`src/rtl/pi_sample_sequencer_if.sv`:
```
// ---------------------------------------------------------------------------
// pi_sample_sequencer_if
// Sample/result bus between the pi run controller and the circle checker.
//   chk_valid         sample valid (controller -> checker)
//   chk_x, chk_y      16-bit sample coordinates (controller -> checker)
//   chk_result_valid  checker output valid (checker -> controller)
//   chk_result        1 = sample lies inside the circle (checker -> controller)
// Modports: master = sequencer side, slave = checker side.
// ---------------------------------------------------------------------------
`timescale 1ns/1ps
interface pi_sample_sequencer_if;
    logic        chk_valid;
    logic [15:0] chk_x;
    logic [15:0] chk_y;
    logic        chk_result_valid;
    logic        chk_result;

    modport master (
        output chk_valid, chk_x, chk_y,
        input  chk_result_valid, chk_result
    );

    modport slave (
        input  chk_valid, chk_x, chk_y,
        output chk_result_valid, chk_result
    );
endinterface

```
`src/rtl/pi_sample_sequencer.sv`:
```
// ---------------------------------------------------------------------------
// pi_sample_sequencer
// Run controller for the Monte Carlo pi estimator. On an accepted start it
// issues sample_count random (x, y) samples, one per clock, to the circle
// checker, counts the in-circle results coming back and pulses done once
// every result has been received. pi ~= 4 * hit_count / total_count.
//
// Ports:
//   clk, rst       clock, asynchronous active-high reset
//   start          run request, only looked at in IDLE
//   sample_count   samples per run, captured on accepted start
//   seed           (PI_EST_SEED_LOAD_EN only) LFSR load value on start,
//                  0 selects LFSR_SEED
//   busy           high while issuing or draining
//   done           one-cycle pulse at run completion
//   hit_count      in-circle results of the last/current run
//   total_count    results received in the last/current run
//   chk            checker bus (master side)
//
// Optional feature macro: PI_EST_SEED_LOAD_EN (adds the seed port).
// ---------------------------------------------------------------------------
`timescale 1ns/1ps
module pi_sample_sequencer #(
    parameter int          CNT_W     = 32,
    parameter int          CHK_LAT   = 2,
    parameter logic [31:0] LFSR_SEED = 32'hACE1_2468
) (
    input  logic                 clk,
    input  logic                 rst,
    input  logic                 start,
    input  logic [CNT_W-1:0]     sample_count,
`ifdef PI_EST_SEED_LOAD_EN
    input  logic [31:0]          seed,
`endif
    output logic                 busy,
    output logic                 done,
    output logic [CNT_W-1:0]     hit_count,
    output logic [CNT_W-1:0]     total_count,
    pi_sample_sequencer_if.master chk
);

    typedef enum logic [1:0] {IDLE, ISSUE, DRAIN, DONE} state_t;

    localparam logic [31:0] LFSR_MASK = 32'h8020_0003;

    state_t           state;
    logic [CNT_W-1:0] n_lat;     // run length latched on start
    logic [CNT_W-1:0] issued;    // samples issued so far in this run
    logic [31:0]      lfsr;
    logic [31:0]      lfsr_next;
    logic [31:0]      load_val;  // LFSR value the first sample of a run uses
    logic             acc_en;
    logic [CNT_W-1:0] total_nxt;
    logic [CNT_W-1:0] hit_nxt;

    // Right-shifting Galois LFSR, x^32 + x^22 + x^2 + x + 1
    always_comb begin
        lfsr_next = {1'b0, lfsr[31:1]};
        if (lfsr[0])
            lfsr_next = lfsr_next ^ LFSR_MASK;
    end

`ifdef PI_EST_SEED_LOAD_EN
    assign load_val = (seed == 32'd0) ? LFSR_SEED : seed;
`else
    // No reseed: a new run continues the sequence where the last one stopped.
    assign load_val = lfsr;
`endif

    // Results only count while a run is in progress; anything arriving in
    // IDLE/DONE (e.g. leftovers from a reset-aborted run) is dropped.
    assign acc_en = chk.chk_result_valid && (state == ISSUE || state == DRAIN);

    always_comb begin
        total_nxt = total_count;
        hit_nxt   = hit_count;
        if (acc_en) begin
            total_nxt = total_count + CNT_W'(1);
            if (chk.chk_result)
                hit_nxt = hit_count + CNT_W'(1);
        end
    end

    assign busy = (state == ISSUE) || (state == DRAIN);

    always_ff @(posedge clk or posedge rst) begin
        if (rst) begin
            state         <= IDLE;
            n_lat         <= '0;
            issued        <= '0;
            lfsr          <= LFSR_SEED;
            done          <= 1'b0;
            hit_count     <= '0;
            total_count   <= '0;
            chk.chk_valid <= 1'b0;
            chk.chk_x     <= '0;
            chk.chk_y     <= '0;
        end else begin
            done        <= 1'b0;
            hit_count   <= hit_nxt;
            total_count <= total_nxt;
            case (state)
                IDLE: begin
                    if (start) begin
                        n_lat       <= sample_count;
                        issued      <= '0;
                        hit_count   <= '0;
                        total_count <= '0;
                        lfsr        <= load_val;
                        if (sample_count == '0) begin
                            state <= DONE;
                            done  <= 1'b1;
                        end else begin
                            state         <= ISSUE;
                            chk.chk_valid <= 1'b1;
                            chk.chk_x     <= load_val[31:16];
                            chk.chk_y     <= load_val[15:0];
                        end
                    end
                end
                ISSUE: begin
                    // The LFSR steps once per issued sample so the next
                    // sample is presented from the freshly advanced state.
                    issued <= issued + CNT_W'(1);
                    lfsr   <= lfsr_next;
                    // Compare against N-1 so N = 2^CNT_W-1 never wraps issued.
                    if (issued == n_lat - CNT_W'(1)) begin
                        chk.chk_valid <= 1'b0;
                        if (total_nxt == n_lat) begin
                            state <= DONE;
                            done  <= 1'b1;
                        end else begin
                            state <= DRAIN;
                        end
                    end else begin
                        chk.chk_x <= lfsr_next[31:16];
                        chk.chk_y <= lfsr_next[15:0];
                    end
                end
                DRAIN: begin
                    // Look ahead one result so done lands the cycle after
                    // the last result arrives.
                    if (total_nxt == n_lat) begin
                        state <= DONE;
                        done  <= 1'b1;
                    end
                end
                DONE: begin
                    state <= IDLE;
                end
                default: state <= IDLE;
            endcase
        end
    end

`ifndef SYNTHESIS
    // A result during a run must correspond to a sample sent CHK_LAT earlier.
    generate
        if (CHK_LAT > 0) begin : g_lat_chk
            a_result_latency: assert property (
                @(posedge clk) disable iff (rst)
                (chk.chk_result_valid && busy) |-> $past(chk.chk_valid, CHK_LAT)
            );
        end
    endgenerate
`endif

endmodule
```
`src/flat_wrapper.sv`:
```
// flat-port wrapper written by rule: the top's interface ports become plain ports
module pi_sample_sequencer_flat 
#(
    parameter int          CNT_W     = 32,
    parameter int          CHK_LAT   = 2,
    parameter logic [31:0] LFSR_SEED = 32'hACE1_2468
)
  (clk, rst, start, sample_count, busy, done, hit_count, total_count, chk_chk_valid, chk_chk_x, chk_chk_y, chk_chk_result_valid, chk_chk_result);
  pi_sample_sequencer_if chk_i ();
  input  logic clk;
  input  logic rst;
  input  logic start;
  input  logic [CNT_W-1:0] sample_count;
  output logic busy;
  output logic done;
  output logic [CNT_W-1:0] hit_count;
  output logic [CNT_W-1:0] total_count;
  output wire logic [$bits(chk_i.chk_valid)-1:0] chk_chk_valid;
  output wire logic [$bits(chk_i.chk_x)-1:0] chk_chk_x;
  output wire logic [$bits(chk_i.chk_y)-1:0] chk_chk_y;
  input wire logic [$bits(chk_i.chk_result_valid)-1:0] chk_chk_result_valid;
  input wire logic [$bits(chk_i.chk_result)-1:0] chk_chk_result;
  assign chk_chk_valid = chk_i.chk_valid;
  assign chk_chk_x = chk_i.chk_x;
  assign chk_chk_y = chk_i.chk_y;
  assign chk_i.chk_result_valid = chk_chk_result_valid;
  assign chk_i.chk_result = chk_chk_result;
  pi_sample_sequencer #(.CNT_W(CNT_W), .CHK_LAT(CHK_LAT), .LFSR_SEED(LFSR_SEED)) u_core (.clk(clk), .rst(rst), .start(start), .sample_count(sample_count), .busy(busy), .done(done), .hit_count(hit_count), .total_count(total_count), .chk(chk_i));
endmodule
```
`config.mk`:
```
export PLATFORM = sky130hd
export DESIGN_NAME = pi_sample_sequencer_flat
export DESIGN_NICKNAME = d
export VERILOG_FILES = /design/src/rtl/pi_sample_sequencer_if.sv /design/src/rtl/pi_sample_sequencer.sv /design/src/flat_wrapper.sv
export SDC_FILE = /design/constraint.sdc
export NUM_CORES = 1
export LEC_CHECK = 0
export BUFFER_PORTS_ARGS = -buffer_cell sky130_fd_sc_hd__clkbuf_2
export CAP_MARGIN = 10
export CORE_ASPECT_RATIO = 1.4
export CORE_UTILIZATION = 53
export CTS_BUF_LIST = sky130_fd_sc_hd__clkbuf_4 sky130_fd_sc_hd__clkbuf_8 sky130_fd_sc_hd__clkbuf_16
export CTS_CLUSTER_DIAMETER = 30
export DETAILED_ROUTE_END_ITERATION = 12
export PLACE_DENSITY = 0.76
export SYNTH_ARGS = -nofsm -noshare
export SYNTH_HDL_FRONTEND = slang
export SYNTH_SLANG_ARGS = --single-unit
```
`constraint.sdc`:
```
create_clock -name clk -period 6 [get_ports clk]
set_input_delay 0.9 -clock clk [delete_from_list [all_inputs] [get_ports clk]]
set_output_delay 0.9 -clock clk [all_outputs]
set_load 0.1 [all_outputs]
```
==> results.sh <==
export IMPL_status="completed"
export IMPL_post_cts_buffers=0
export IMPL_first_pass_iters=5
export IMPL_rrSetupSlack_ns=1.71
export IMPL_hold_depth=2
export IMPL_die_area_um2=21500
export IMPL_synth_ff_type="dfrtp_1"
export IMPL_path_clk_slew_ns=0.08
export IMPL_avgViaCountPerCell=6.02
export IMPL_cp_slowest_stage_delay_ns=0.89
export IMPL_relSlewSlack_pct=26.3
export IMPL_synth_net_count=1200
export IMPL_rsz0062_at_grt="no"
export IMPL_ant_nets=0
export IMPL_finalNonFillerCells=1525
export IMPL_hpwl_um=21200
export IMPL_top_usage_layer="met2"
export IMPL_worst_slew_pin_transition_ns=1.11
export IMPL_cts_tree="built"
export IMPL_end_kind="register"
export IMPL_cpMaxStageDelayCell="nor3_1"
export IMPL_clock_skew_ns=0.0112
export IMPL_drt_wirelength_per_cell_um=19.3
export IMPL_worst_path_stages=10
export IMPL_netlist_instances=1155
export IMPL_p_leak_nw=5.66
export IMPL_fin_area_um2=12500
export IMPL_fin_setup_tns_ns=0
export IMPL_async_flop_share_pct=100
export IMPL_io_buffer_count=135
export IMPL_worstPathArrival_ns=4.65
export IMPL_cp_num_buf_inv=1
export IMPL_antenna_cells=0
export IMPL_start_util_pct=54.1
export IMPL_place_area_um2=11900
export IMPL_setup_violations=0
export IMPL_crit_top_cell="or4_1"
export IMPL_syn_to_final_growth_pct=12.7
export IMPL_maxSlewViolCount=0
export IMPL_cts_root_buf="clkbuf_16"
export IMPL_critPathMaxFanout=9
export IMPL_p_per_area_nw_per_um2=486
export IMPL_cts_resized=0
export IMPL_numCtsBuffers=17
export IMPL_required_ns=6.36
export IMPL_grt_start_max_net_pins=197
export IMPL_grtUsageMet2_pct=46.8
export IMPL_crit_chain="inv_1 -> ha_1 -> nand4_1 -> nor3_1 -> o31a_1 -> o22ai_1 -> or4_1 -> or4_1 -> o211a_1 -> a211oi_1"
export IMPL_synthTopCellsByArea="dfrtp_1 (41%), xnor2_1 (6.2%), xor2_1 (5.9%), nand2_1 (4.7%), nor2_1 (4.7%)"
export IMPL_grt_use_total_pct=27.8
export IMPL_hold_ws_ns=0.508
export IMPL_antenna_found_initial=0
export IMPL_cts_sinks=196
export IMPL_drc_errors=0
export IMPL_grt_overflow_total=0
export IMPL_synth_edf_count=0
export IMPL_synth_top_area_share_pct=41.3
export IMPL_pin_count=136
export IMPL_crit_type="register to register"
export IMPL_grtUsageMet1_pct=34.0
export IMPL_avgSynthCellArea_um2=9.59
export IMPL_vias=9183
export IMPL_drt_iter0_drc=675
export IMPL_grt_pass1_wl_um=47500
export IMPL_finalCritPeriodShare_pct=71.4
export IMPL_cts_buffer_depth=2
export IMPL_hold_buffers=0
export IMPL_die_x_um=124
export IMPL_synth_seq_area_share_pct=44.4
export IMPL_grt_pass1_vias=8997
export IMPL_clkLatencyLatePin_ns=0.45
export IMPL_core_area_um2=20500
export IMPL_peakVddDrop_v=0.000572
export IMPL_grt_use_met3_pct=4.83
export IMPL_gp_congestion=0.975
export IMPL_hold_class="register to register"
export IMPL_final_core_util_pct=61.0
export IMPL_synth_top_area_cell="dfrtp_1"
export IMPL_syn_area_um2=11100
export IMPL_reg2regPathDepth=10
export IMPL_drv_cap=0
export IMPL_h_tree_depth=4
export IMPL_final_nets=1301
export IMPL_placementRows=62
export IMPL_die_h_um=173
export IMPL_ys_warnings_count=0
export IMPL_cp_top_family="simple AND/OR/NAND/NOR gates"
export IMPL_routed_wl_um=29500
export IMPL_ys_ff_latch=196
export IMPL_max_freq_mhz=233
export IMPL_placedCellCount=1493
export IMPL_ys_types=75
export IMPL_finalCriticalPeriod_ns=4.29
export IMPL_drive_gt1_share_pct=21.4
export IMPL_startpoint_type="register"
export IMPL_fill_cells=1794
export IMPL_hold_violations=0
[layout make-up]
| cell class | instances | area (um2) | share of cell area (%) |
|---|---|---|---|
| Tap cell | 256 | 320 | 2.57 |
| Timing Repair Buffer | 141 | 733 | 5.87 |
| Inverter | 20 | 78.8 | 0.631 |
| Sequential cell | 196 | 4920 | 39.4 |
| Clock inverter | 15 | 210 | 1.68 |
| Multi-Input combinational cell | 880 | 5800 | 46.4 |
| Clock buffer | 17 | 425 | 3.41 |
[cells by family (layout without fill, tap and decap cells)]
family          after synthesis  count (layout)  share of synthesized area, %
buf+inv                      79             193                          3.32
compound gates              118             118                          7.38
fa+ha+maj                     8               8                         0.903
mux                          71              71                          8.17
simple gates                530             530                          23.7
xor+xnor                    153             153                          12.1
flops                       196             196                          44.4
[registers in the layout, indices dropped and copies added (netlist names)]
name                  cells
u_core.chk.chk_valid      1
u_core.chk.chk_y         16
u_core.state              2
u_core.done               1
u_core.issued            32
u_core.total_count       32
u_core.lfsr              32
u_core.n_lat             32
u_core.hit_count         32
u_core.chk.chk_x         16
[worst reg2reg max path, delay by kind of cell, from the launching register on]
kind            cells  cell delay [ns]
fa+ha+maj           1             0.47
buf+inv             1             0.12
flops               1             0.49
simple gates        4             2.34
compound gates      4             0.78
[where the power goes]
part / total [W] / switching [W] / internal [W]
combinational: 0.00277 / 0.00183 / 0.000944
clock: 0.00122 / 0.000637 / 0.000586
sequential: 0.00207 / 0.000416 / 0.00166
[cells in the mapped netlist (13+ instances only)]
library cell and instances:
nor4_1 23, dfrtp_1 183, o21ai_0 28, xor2_1 75
nor2_1 140, dfstp_2 13, mux2_2 32, clkbuf_1 43
xnor2_1 78, nand4_1 40, and3_1 19, nor3_1 32
inv_1 20, mux2_4 31, or3_1 13, a21oi_1 21
nand3_1 44, nand2_1 140
[metal layers]
layer  up-vias  part of all wire, %
li1       4243                    -
met2       341                   50
met5         -                    0
met1      4497                   40
met4         0                  4.6
met3       102                  4.8
[worst paths after layout]
path,from,end
min in group asynchronous,rst,u_core.hit_count[13]$_DFF_PP0_
hold reg to reg,u_core.lfsr[21]$_DFFE_PP1P_,u_core.lfsr[21]$_DFFE_PP1P_
hold / removal,u_core.lfsr[21]$_DFFE_PP1P_,u_core.lfsr[21]$_DFFE_PP1P_
max in group asynchronous,rst,u_core.chk.chk_y[5]$_DFFE_PP0P_
setup / recovery,u_core.state[0]$_DFFE_PP0P_,u_core.state[1]$_DFFE_PP0P_
setup reg to reg,u_core.state[0]$_DFFE_PP0P_,u_core.state[1]$_DFFE_PP0P_
[cell usage in the layout (no fill, tap or decap), types with 7 or more instances in the layout]
cell type,n
xor2_1,75
o21ai_0,28
nand3b_1,9
mux2i_1,8
nand4_1,40
clkbuf_16,17
inv_1,19
nand2b_1,8
a211oi_1,7
nor2_1,140
nand2_1,140
nor2b_1,8
nor4_1,23
a31oi_1,12
and2_1,11
xnor2_1,78
or4_1,8
or3_1,13
clkbuf_2,135
nor3_1,32
dfstp_2,13
dfrtp_1,183
nand3_1,44
and4_1,10
a21oi_1,21
and3_1,19
mux2_2,32
mux2_4,31
ha_1,7
[stage by stage]
stage	worst slack (ns)	power (W)
2_1_floorplan	1.66	0.00433
3_3_place_gp	1.85	0.00480
3_5_place_dp	1.79	0.00486
4_1_cts	1.79	0.00609
5_1_grt	1.44	0.00638
6_report	1.71	0.00607
No activity file was read; power rests on OpenSTA's default activity.
